$ cat src/rtl/cc_branch_unit.sv
// cc_branch_unit
// Condition-code and branch-enable unit for the LC-3 datapath.
// Decodes N/Z/P (plus optional V/C) from the bus word into a flag register,
// resolves the IR branch mask against the registered flags into BEN, and
// provides a small LIFO so interrupt entry / RTI microcode can save and
// restore the flags. Stack errors (push when full, pop when empty) are sticky
// until ERR_CLR.
module cc_branch_unit #(
    parameter int DATA_W    = 16,
    parameter int EXT_FLAGS = 1,
    parameter int STK_DEPTH = 4
) (
    input  logic              Clk,
    input  logic              Reset,
    input  logic [DATA_W-1:0] bus_data,
    input  logic              alu_c,
    input  logic              alu_v,
    input  logic [2:0]        IR_cond,
    input  logic              LD_CC,
    input  logic              LD_BEN,
    input  logic              CC_PUSH,
    input  logic              CC_POP,
    input  logic              ERR_CLR,
    output logic [2:0]        NZP,
    output logic [1:0]        VC,
    output logic              BEN,
    output logic              stk_full,
    output logic              stk_empty,
    output logic              stk_ovf,
    output logic              stk_udf
);

    // Depth counts 0..STK_DEPTH inclusive, so it needs one more code than
    // the memory index does.
    localparam int PTR_W = $clog2(STK_DEPTH + 1);
    localparam int IDX_W = (STK_DEPTH > 1) ? $clog2(STK_DEPTH) : 1;
    localparam logic [PTR_W-1:0] DEPTH_MAX = PTR_W'(STK_DEPTH);
    localparam logic [PTR_W-1:0] PTR_ONE   = PTR_W'(1);

    // Each stack entry is {n, z, p, v, c}.
    logic [4:0]       stk_mem [STK_DEPTH];
    logic [PTR_W-1:0] depth;
    logic [IDX_W-1:0] wr_idx;
    logic [IDX_W-1:0] top_idx;
    logic [4:0]       cur_entry;
    logic [4:0]       top_entry;

    logic             dec_n;
    logic             dec_z;
    logic             dec_p;
    logic [1:0]       dec_vc;

    logic             do_push;
    logic             do_pop;
    logic             do_swap;
    logic             set_ovf;
    logic             set_udf;

    // Flag decode from the word currently on the bus.
    always_comb begin
        dec_n  = bus_data[DATA_W-1];
        dec_z  = (bus_data == '0);
        dec_p  = ~dec_n & ~dec_z;
        dec_vc = (EXT_FLAGS != 0) ? {alu_v, alu_c} : 2'b00;
    end

    // Stack addressing and occupancy. top_idx wraps when empty, but it is
    // only consumed by a pop or swap, which both require a non-empty stack.
    always_comb begin
        wr_idx    = IDX_W'(depth);
        top_idx   = IDX_W'(depth - PTR_ONE);
        cur_entry = {NZP, VC};
        top_entry = stk_mem[top_idx];
        stk_full  = (depth == DEPTH_MAX);
        stk_empty = (depth == '0);
    end

    // Decode the push/pop strobes into exactly one stack action or error.
    always_comb begin
        do_push = CC_PUSH & ~CC_POP & ~stk_full;
        set_ovf = CC_PUSH & ~CC_POP &  stk_full;
        do_pop  = CC_POP  & ~CC_PUSH & ~stk_empty;
        do_swap = CC_PUSH &  CC_POP  & ~stk_empty;
        set_udf = CC_POP  &  stk_empty;
    end

    // Flag register: a restore from the stack takes precedence over LD_CC.
    always_ff @(posedge Clk or posedge Reset) begin
        if (Reset) begin
            NZP <= 3'b000;
            VC  <= 2'b00;
        end else if (do_pop || do_swap) begin
            NZP <= top_entry[4:2];
            VC  <= (EXT_FLAGS != 0) ? top_entry[1:0] : 2'b00;
        end else if (LD_CC) begin
            NZP <= {dec_n, dec_z, dec_p};
            VC  <= dec_vc;
        end
    end

    // Branch enable is resolved against the flags as they stand this cycle,
    // so a simultaneous LD_CC does not affect it.
    always_ff @(posedge Clk or posedge Reset) begin
        if (Reset) begin
            BEN <= 1'b0;
        end else if (LD_BEN) begin
            BEN <= |(IR_cond & NZP);
        end
    end

    // Stack depth; a swap leaves it unchanged and errors never move it.
    always_ff @(posedge Clk or posedge Reset) begin
        if (Reset) begin
            depth <= '0;
        end else if (do_push) begin
            depth <= depth + PTR_ONE;
        end else if (do_pop) begin
            depth <= depth - PTR_ONE;
        end
    end

    // Stack storage; contents are don't-care after reset, so no reset here.
    always_ff @(posedge Clk) begin
        if (do_push) begin
            stk_mem[wr_idx] <= cur_entry;
        end else if (do_swap) begin
            stk_mem[top_idx] <= cur_entry;
        end
    end

    // Sticky error bits; a new error in the same cycle as ERR_CLR wins.
    always_ff @(posedge Clk or posedge Reset) begin
        if (Reset) begin
            stk_ovf <= 1'b0;
            stk_udf <= 1'b0;
        end else begin
            if (set_ovf) begin
                stk_ovf <= 1'b1;
            end else if (ERR_CLR) begin
                stk_ovf <= 1'b0;
            end
            if (set_udf) begin
                stk_udf <= 1'b1;
            end else if (ERR_CLR) begin
                stk_udf <= 1'b0;
            end
        end
    end

endmodule

$ cat config.mk
export PLATFORM = sky130hd
export DESIGN_NAME = cc_branch_unit
export DESIGN_NICKNAME = d
export VERILOG_FILES = /design/src/rtl/cc_branch_unit.sv
export SDC_FILE = /design/constraint.sdc
export NUM_CORES = 1
export LEC_CHECK = 0
export ABC_AREA = 1
export ABC_CLOCK_PERIOD_IN_PS = 4150
export BUFFER_PORTS_ARGS = -buffer_cell sky130_fd_sc_hd__clkbuf_2
export CAP_MARGIN = 10
export CORE_ASPECT_RATIO = 1.75
export CORE_UTILIZATION = 25
export CTS_CLUSTER_DIAMETER = 80
export DETAILED_ROUTE_END_ITERATION = 10
export PLACE_DENSITY = 0.46
export SLEW_MARGIN = 10
export SYNTH_ARGS = -nofsm -noshare
export SYNTH_HDL_FRONTEND = slang
export SYNTH_SLANG_ARGS = --single-unit
export TNS_END_PERCENT = 5
$ cat constraint.sdc
create_clock -name Clk -period 4.15 [get_ports Clk]
set_input_delay 0 -clock Clk [delete_from_list [all_inputs] [get_ports Clk]]
set_output_delay 0 -clock Clk [all_outputs]
set_load 0.01 [all_outputs]
======== After elaboration in Yosys (flattened, before gate mapping) ========
Memories as Yosys holds them, arrays and structs flattened.
Index checks and enable logic that the tools add are counted.
storage, ports and cells
  output and inout port bits .............. 10
  logic and storage cells ................. 52
  register bits ........................... 11
  input port bits ......................... 28
  memories ................................ 1
  bits in writable memories ............... 20
memories
  name     words  width  rd ports  clocked after Yosys merged registers in  wr ports  line  source
  stk_mem  4      5      1         0                                        1         41    logic [4:0] stk_mem [STK_DEPTH];
cells by class
  bitwise operators ....................... 16
  reduce and logical (&&, ||, !) cells .... 9
  muxes and demuxes ....................... 17
  eq/ne operators ......................... 1
  add/sub/neg operators ................... 2
operator list
  kind                   count
  $logic_not A16 Y1      1
  $mux W3                4
  $and A1 B1 Y1          9
  $mux W1                9
  $reduce_bool A2 Y1     4
  $mux W2                3
  $not A1 Y1             6
  $mux W5                1
  $reduce_or A5 Y1       1
  $add A3 B1 Y3 const B  1
  $and A3 B3 Y3          1
  $eq A3 B3 Y1 const B   1
  $logic_not A3 Y1       1
  $reduce_or A3 Y1       1
  $sub A3 B1 Y3 const B  1
  $logic_or A1 B1 Y1     1

======== Longest topological paths before layout ========
Gate-level depths: netlist of run 1.
  depth in word-level cells ............... 8
  mapped depth ............................ 10
  mapped depth without buffers ............ 9

======== Worst setup path after synthesis of run 1 ========
OpenSTA, ideal clock, no wires.
  path type ............................... register -> register
  start ................................... reg depth[0]
  end ..................................... mem stk_mem[2][0] (enable)
  required time ........................... 3,810 ps
  period minus slack after synthesis ...... 1,888 ps
  stages on the path, launching flop included .. 8
  buffers on the path ..................... 2
  setup time .............................. 340 ps
  setup slack ............................. 2,262 ps
  arrival ................................. 1,548 ps
  cells stage by stage .................... dfrtp_1 > inv_1 > buf_4 > ha_1 > buf_2 > inv_1 > o21ai_0 > nor2_1
between the ends
  cells in the longest elaborated chain, start to end .. 8
  elaborated cells between the ends (all ways) .. 15
  those cells by class .................... add/sub (1); eq/ne (1); mux (7); bitwise (4); reduce/logical (2)
RTL lines
  what                                                        line  source
  from (decl)                                                 42    logic [PTR_W-1:0] depth;
  from (signal assigned)                                      116   depth <= depth + PTR_ONE;
  from (signal assigned)                                      118   depth <= depth - PTR_ONE;
  $logic_not A3 Y1                                            75    stk_empty = (depth == '0);
  $not A1 Y1                                                  83    do_swap = CC_PUSH & CC_POP & ~stk_empty;
  $and A1 B1 Y1                                               83
  $mux W1                                                     126   end else if (do_swap) begin
  $mux W1                                                     124   if (do_push) begin
  $mux W1 (implied by the code)                               127   stk_mem[top_idx] <= cur_entry;
  $reduce_or A5 Y1 (no source line)                           --
  $mux W2 (no source line) / $mux W1 (equally long branches)  --
  to (decl)                                                   41
Several ways; a longest one is shown, not always the timed one.

======== Worst setup path in the final report of run 1 ========
Ends and elaborated chain as after synthesis.

==> impl_metrics.yaml, run 1 <==
sta:
  fmax_mhz: 409
  final.setup_skew_ns: 0.00455
  period_share_pct: 59.0
  slew_viol_final: 0
  hold_viol: 0
  finalSetupViolCount: 0
  relSlewSlack_pct: 64.0
  rsz0062_at_grt: "false"
  setup-tns-final_ns: 0
  holdWs_ns: 0.0429
  period_needed_ns: 2.45
  tightestPinTransition_ns: 0.540
grt:
  antenna_found_initial: 0
  grt_max_degree: 15
  grt_overflow_total: 0
  grt_pass1_vias: 1286
  track_usage_pct: 13.6
  grt_pass1_wl_um: 6040
route:
  finalWirelength_um: 3770
  met2_length_um: 2120
  met3_length_um: 145
  routedLengthMet1_um: 1360
  wl_per_cell_um: 12.9
  ant_nets: 0
  drt-pass1-iter-count: 4
  drc: 0
  drtIter0Drc: 35
  routed_via_density: 4.35
  vias: 1274
  top_layer: "met4"
floorplan:
  io_pins: 38
  rows: 37
  start_util_pct: 25.9
  coreArea_um2: 5880
  die_w_um: 61.0
  fp.dieArea_um2: 6420
  die_h_um: 105
logic_synthesis:
  syn_nets: 199
  yosys-top-cells-count: "nand2_1, nand3_1, edfxtp_1"
  syn_area_per_cell_um2: 9.06
  synth-async-reset-ratio_pct: 35.5
  yosysWarnings: 0
  syn-cell-area_um2: 1520
  synth_top_area_share_pct: 39.4
  postSynthCellCount: 168
  yosysTopAreaCell: "edfxtp_1"
  ys_ff_latch: 31
  seq_area_frac_synth_pct: 57.5
  synth_cell_types: 22
  synth_edf_count: 20
  yosysMostFrequentCell: "nand2_1"
  ys.flop_type: "edfxtp_1"
  yosys-top-cells-area: "edfxtp_1, dfrtp_1, nand2_1"
layout:
  syn_to_final_growth_pct: 27.4
  antenna_cells: 0
  nets: 245
  drive_gt1_share_pct: 23.7
  layout.cells.non_filler: 293
clock_tree:
  cts_tree: "built"
  cts_max_level: 2
  cts_made_buffers: 5
  cts-root-buf: "clkbuf_8"
  max-clock-path-buffers: 2
  clk_pin_slew_worst_paths_ns: 0.06
  cts.sinks: 31
  ctsResizeCount: 0
  insertion_delay_ns: 0.28
setup_path:
  path_class: "reg -> reg"
  critPathMaxFanout: 14
  critPathCaptureType: "flip-flop"
  crit_arrival_ns: 2.38
  start_kind: "flip-flop"
  required_ns: 4.08
placement:
  io_buffers: 37
  place_hpwl_um: 3000
  gp_congestion: 0.890
  placed_cells: 279
run_status:
  status: "finished clean"
power_and_ir_drop:
  power.leakage_nw: 0.898
  powerDensity_nw_per_um2: 661
  ir_drop_mv: 0.168
hold_path:
  hold_class: "in -> reg"
job:
  cap_violations: 0
kinds of logic after synthesis:
logic type / synth area share, %
buffers and inverters: 5.83
adder cells (fa/ha/maj): 2.47
AO/OA/AOI/OAI: 4.03
flip-flops: 57.5
AND/OR/NAND/NOR: 29.6
XOR/XNOR: 0.575
metal layers:
metal	vias up	global-route usage [%]
met5	-	0
met4	0	8.28
met3	9	2.21
met2	43	25.0
met1	573	13.1
li1	649	-
cells in the final DEF (no fill, tap or decap), types with 5 or more instances in the layout:
cell | synthesis | layout
nand3_1 | 23 | 23
inv_1 | 15 | 15
dlygate4sd3_1 | 0 | 6
clkbuf_8 | 0 | 7
o21ai_0 | 5 | 5
clkbuf_2 | 0 | 37
dfrtp_1 | 11 | 11
nor2_1 | 18 | 18
edfxtp_1 | 20 | 20
nand2_1 | 53 | 53
final timing paths:
kind	start	slack [ns]	end	depth (start not counted)
max reg2reg	depth[0]$_DFFE_PP0P_	1.70	stk_mem[2][0]$_DFFE_PP_	7
min reg2reg	stk_ovf$_DFFE_PP0P_	0.52	stk_ovf$_DFFE_PP0P_	2
max	depth[0]$_DFFE_PP0P_	1.70	stk_mem[2][0]$_DFFE_PP_	7
max in group asynchronous	Reset	3.50	BEN$_DFFE_PP0P_	3
min	bus_data[15]	0.04	NZP[0]$_DFFE_PP0P_	4
min in group asynchronous	Reset	0.29	NZP[2]$_DFFE_PP0P_	3
layout make-up:
class / instances / area (um2)
Fill cell: 654 / 3940
Sequential cell: 31 / 876
Multi-Input combinational cell: 116 / 558
Timing Repair Buffer: 43 / 245
Clock buffer: 8 / 100
Tap cell: 78 / 97.6
Inverter: 17 / 63.8
through the flow:
| stage | power (mW) | cell area, um2 | utilization, % | worst slack, ns |
|---|---|---|---|---|
| floorplan | 0.858 | 1520 | - | 2.26 |
| global placement | 1.03 | 1780 | 30.3 | 1.76 |
| detailed placement | 1.03 | 1780 | 30.3 | 1.69 |
| CTS | 1.29 | 1940 | 33.0 | 1.68 |
| global route | 1.38 | 1940 | 33.0 | 1.50 |
| finish | 1.28 | 1940 | 33.0 | 1.70 |
registers in the layout (all words and copies together), names as in the netlist:
register,cells
stk_mem,20
NZP,3
depth,3
VC,2
BEN,1
stk_ovf,1
stk_udf,1
critical path, stage by stage (launching register included):
cell,delay (ns)
dfrtp_1,0.61
inv_1,0.31
ha_1,0.34
nand2_1,0.11
nand3_1,0.16
nand2_1,0.13
nand3_1,0.09
nor2_1,0.35
power by group:
part | switching [mW] | total [mW] | internal (mW)
clock network | 0.105 | 0.257 | 0.151
logic | 0.298 | 0.462 | 0.164
registers | 0.106 | 0.564 | 0.458
total | 0.509 | 1.28 | 0.773
what timing repair did:
action | 4_1_cts | 5_1_grt
setup buffers | 0 | 0
endpoints found under the setup margin | 0 | 0
hold endpoints to repair | 16 | 0
hold buffers | 6 | 0
(Power assumes the default switching activity.)
==> run 2, diff against run 1 <==
--- a/config.mk
+++ b/config.mk
@@ -6,7 +6,7 @@
 export NUM_CORES = 1
 export LEC_CHECK = 0
 export ABC_AREA = 1
-export ABC_CLOCK_PERIOD_IN_PS = 4150
+export ABC_CLOCK_PERIOD_IN_PS = 2500
 export BUFFER_PORTS_ARGS = -buffer_cell sky130_fd_sc_hd__clkbuf_2
 export CAP_MARGIN = 10
 export CORE_ASPECT_RATIO = 1.75
==> constraint.sdc (replaced) <==
create_clock -name Clk -period 2.5 [get_ports Clk]
set_input_delay 0 -clock Clk [delete_from_list [all_inputs] [get_ports Clk]]
set_output_delay 0 -clock Clk [all_outputs]
set_load 0.01 [all_outputs]
==> impl_metrics.yaml, run 2 (synthesis gave the netlist of run 1 again) <==
sta:
  fin_ws_ns: 0.503
  tightestPinTransition_ns: 0.496
  slew_viol_final: 0
  hold_viol: 0
  fmax_mhz: 501
  rsz0062_at_grt: "false"
  final.setup_skew_ns: 0.00264
  holdWs_ns: 0.0418
  relSlewSlack_pct: 66.8
  period_share_pct: 79.9
  setup-tns-final_ns: 0
  period_needed_ns: 2.00
  finalSetupViolCount: 0
power_and_ir_drop:
  clkPwrFrac_pct: 18.4
  pwr-share-comb_pct: 39.5
  pwr-share-seq_pct: 42.1
  switching_share_pct: 41.0
  power_switching_mw: 0.869
  power.leakage_nw: 0.896
  ir_drop_mv: 0.284
  p_int_mw: 1.25
  powerDensity_nw_per_um2: 1090
grt:
  antenna_found_initial: 0
  track_usage_pct: 13.1
  grt_pass1_wl_um: 5980
  grt_overflow_total: 0
  grt_pass1_vias: 1269
  grt_max_degree: 14
setup_path:
  crit_chain: "inv_1 -> ha_1 -> inv_1 -> o21ai_0 -> nor2_1"
  path_class: "reg -> reg"
  path_buf_inv: 2
  max_stage_delay_ns: 0.42
  start_kind: "flip-flop"
  critPathMaxFanout: 9
  slowest_stage: "nor2_1"
  crit_top_cell: "inv_1"
  crit_family: "simple AND/OR/NAND/NOR gates"
  required_ns: 2.43
  crit_arrival_ns: 1.92
  critPathCaptureType: "flip-flop"
floorplan:
  rows: 37
  start_util_pct: 25.9
  io_pins: 38
  fp.dieArea_um2: 6420
  coreArea_um2: 5880
  die_w_um: 61.0
  die_h_um: 105
clock_tree:
  clk_pin_slew_worst_paths_ns: 0.07
  cts_tree: "built"
  cts_max_level: 2
  cts-root-buf: "clkbuf_8"
  cts_made_buffers: 5
  cts.sinks: 31
  ctsResizeCount: 0
  insertion_delay_ns: 0.28
  max-clock-path-buffers: 2
route:
  drt-pass1-iter-count: 4
  drc: 0
  finalWirelength_um: 3750
  wl_per_cell_um: 12.7
  vias: 1271
  routed_via_density: 4.31
  ant_nets: 0
  drtIter0Drc: 43
layout:
  final_cell_mix: "nand2_1, clkbuf_2, nand3_1, edfxtp_1, nor2_1"
  top_regs: "stk_mem (20), NZP (3), depth (3)"
  largest_register_ffs: 20
  final_common_cell: "nand2_1"
  layout.cells.non_filler: 295
  syn_to_final_growth_pct: 27.7
  nets: 247
  drive_gt1_share_pct: 24.9
  antenna_cells: 0
  top_register: "stk_mem"
job:
  cap_violations: 0
run_status:
  status: "finished clean"
hold_path:
  hold_class: "in -> reg"
placement:
  placed_cells: 281
  io_buffers: 37
  gp_congestion: 0.762
  place_hpwl_um: 2930
  pre_cts_slack_ns: 0.486
## run 2: cell types whose count changed in the layout (fill, tap and decap cells not counted)
cell and change:
clkinv_2 +1, clkbuf_8 -2, clkinvlp_4 +2, buf_4 +2, clkbuf_1 -1
## run 2: metrics by stage
| stage | util (%) | total power [mW] | cell area (um2) |
|---|---|---|---|
| 6_report | 33.1 | 2.12 | 1940 |
| 3_5_place_dp | 30.5 | 1.75 | 1800 |
| 3_3_place_gp | 30.5 | 1.75 | 1800 |
| 5_1_grt | 33.1 | 2.29 | 1940 |
| 2_1_floorplan | - | 1.42 | 1520 |
| 4_1_cts | 33.1 | 2.15 | 1940 |
## run 2: worst min-delay path: cells and delay by family
kind / cells / cell delay [ns]
and+or+nand+nor: 3 / 0.17
buffers and inverters: 1 / 0.11
## run 2: layout make-up
| class | instances | area [um2] |
|---|---|---|
| Sequential cell | 31 | 876 |
| Clock buffer | 5 | 68.8 |
| Timing Repair Buffer | 45 | 260 |
| Tap cell | 78 | 97.6 |
| Fill cell | 657 | 3940 |
| Clock inverter | 3 | 20.0 |
| Inverter | 17 | 63.8 |
| Multi-Input combinational cell | 116 | 558 |
## run 2: metal layers
| metal | part of all wire, % | wire, um | up-vias | GRT usage, % |
|---|---|---|---|---|
| met2 | 57 | 2120 | 37 | 24.3 |
| met5 | 0 | 0 | - | 0 |
| met3 | 2.9 | 109 | 8 | 1.47 |
| li1 | - | - | 654 | - |
| met4 | 3.2 | 118 | 0 | 7.31 |
| met1 | 37 | 1390 | 572 | 13.3 |
## run 2: worst paths after layout
| check | startpoint | end | slack [ns] | depth (start not counted) |
|---|---|---|---|---|
| setup / recovery | depth[1]$_DFFE_PP0P_ | stk_mem[3][1]$_DFFE_PP_ | 0.50 | 5 |
| hold / removal | bus_data[15] | NZP[0]$_DFFE_PP0P_ | 0.04 | 4 |
| setup reg to reg | depth[1]$_DFFE_PP0P_ | stk_mem[3][1]$_DFFE_PP_ | 0.50 | 5 |
| hold reg to reg | stk_ovf$_DFFE_PP0P_ | stk_ovf$_DFFE_PP0P_ | 0.52 | 2 |
| max in group asynchronous | Reset | BEN$_DFFE_PP0P_ | 1.90 | 3 |
| min in group asynchronous | Reset | VC[0]$_DFFE_PP0P_ | 0.27 | 3 |
## run 2: power groups by stage
| stage | Sequential [mW] | Combinational [mW] | Clock (mW) |
|---|---|---|---|
| after floorplan | 0.884 | 0.540 | 0 |
| after global placement | 0.906 | 0.846 | 0 |
| after detailed placement | 0.908 | 0.838 | 0 |
| after CTS | 0.897 | 0.854 | 0.398 |
| after global routing | 0.913 | 0.957 | 0.421 |
| final | 0.891 | 0.837 | 0.389 |
## run 2: repair_timing
| action | in CTS | in global routing |
|---|---|---|
| setup endpoints to repair | 0 | 0 |
| setup buffers | 0 | 0 |
| hold buffers | 6 | 0 |
| endpoints found under the hold margin | 16 | 0 |
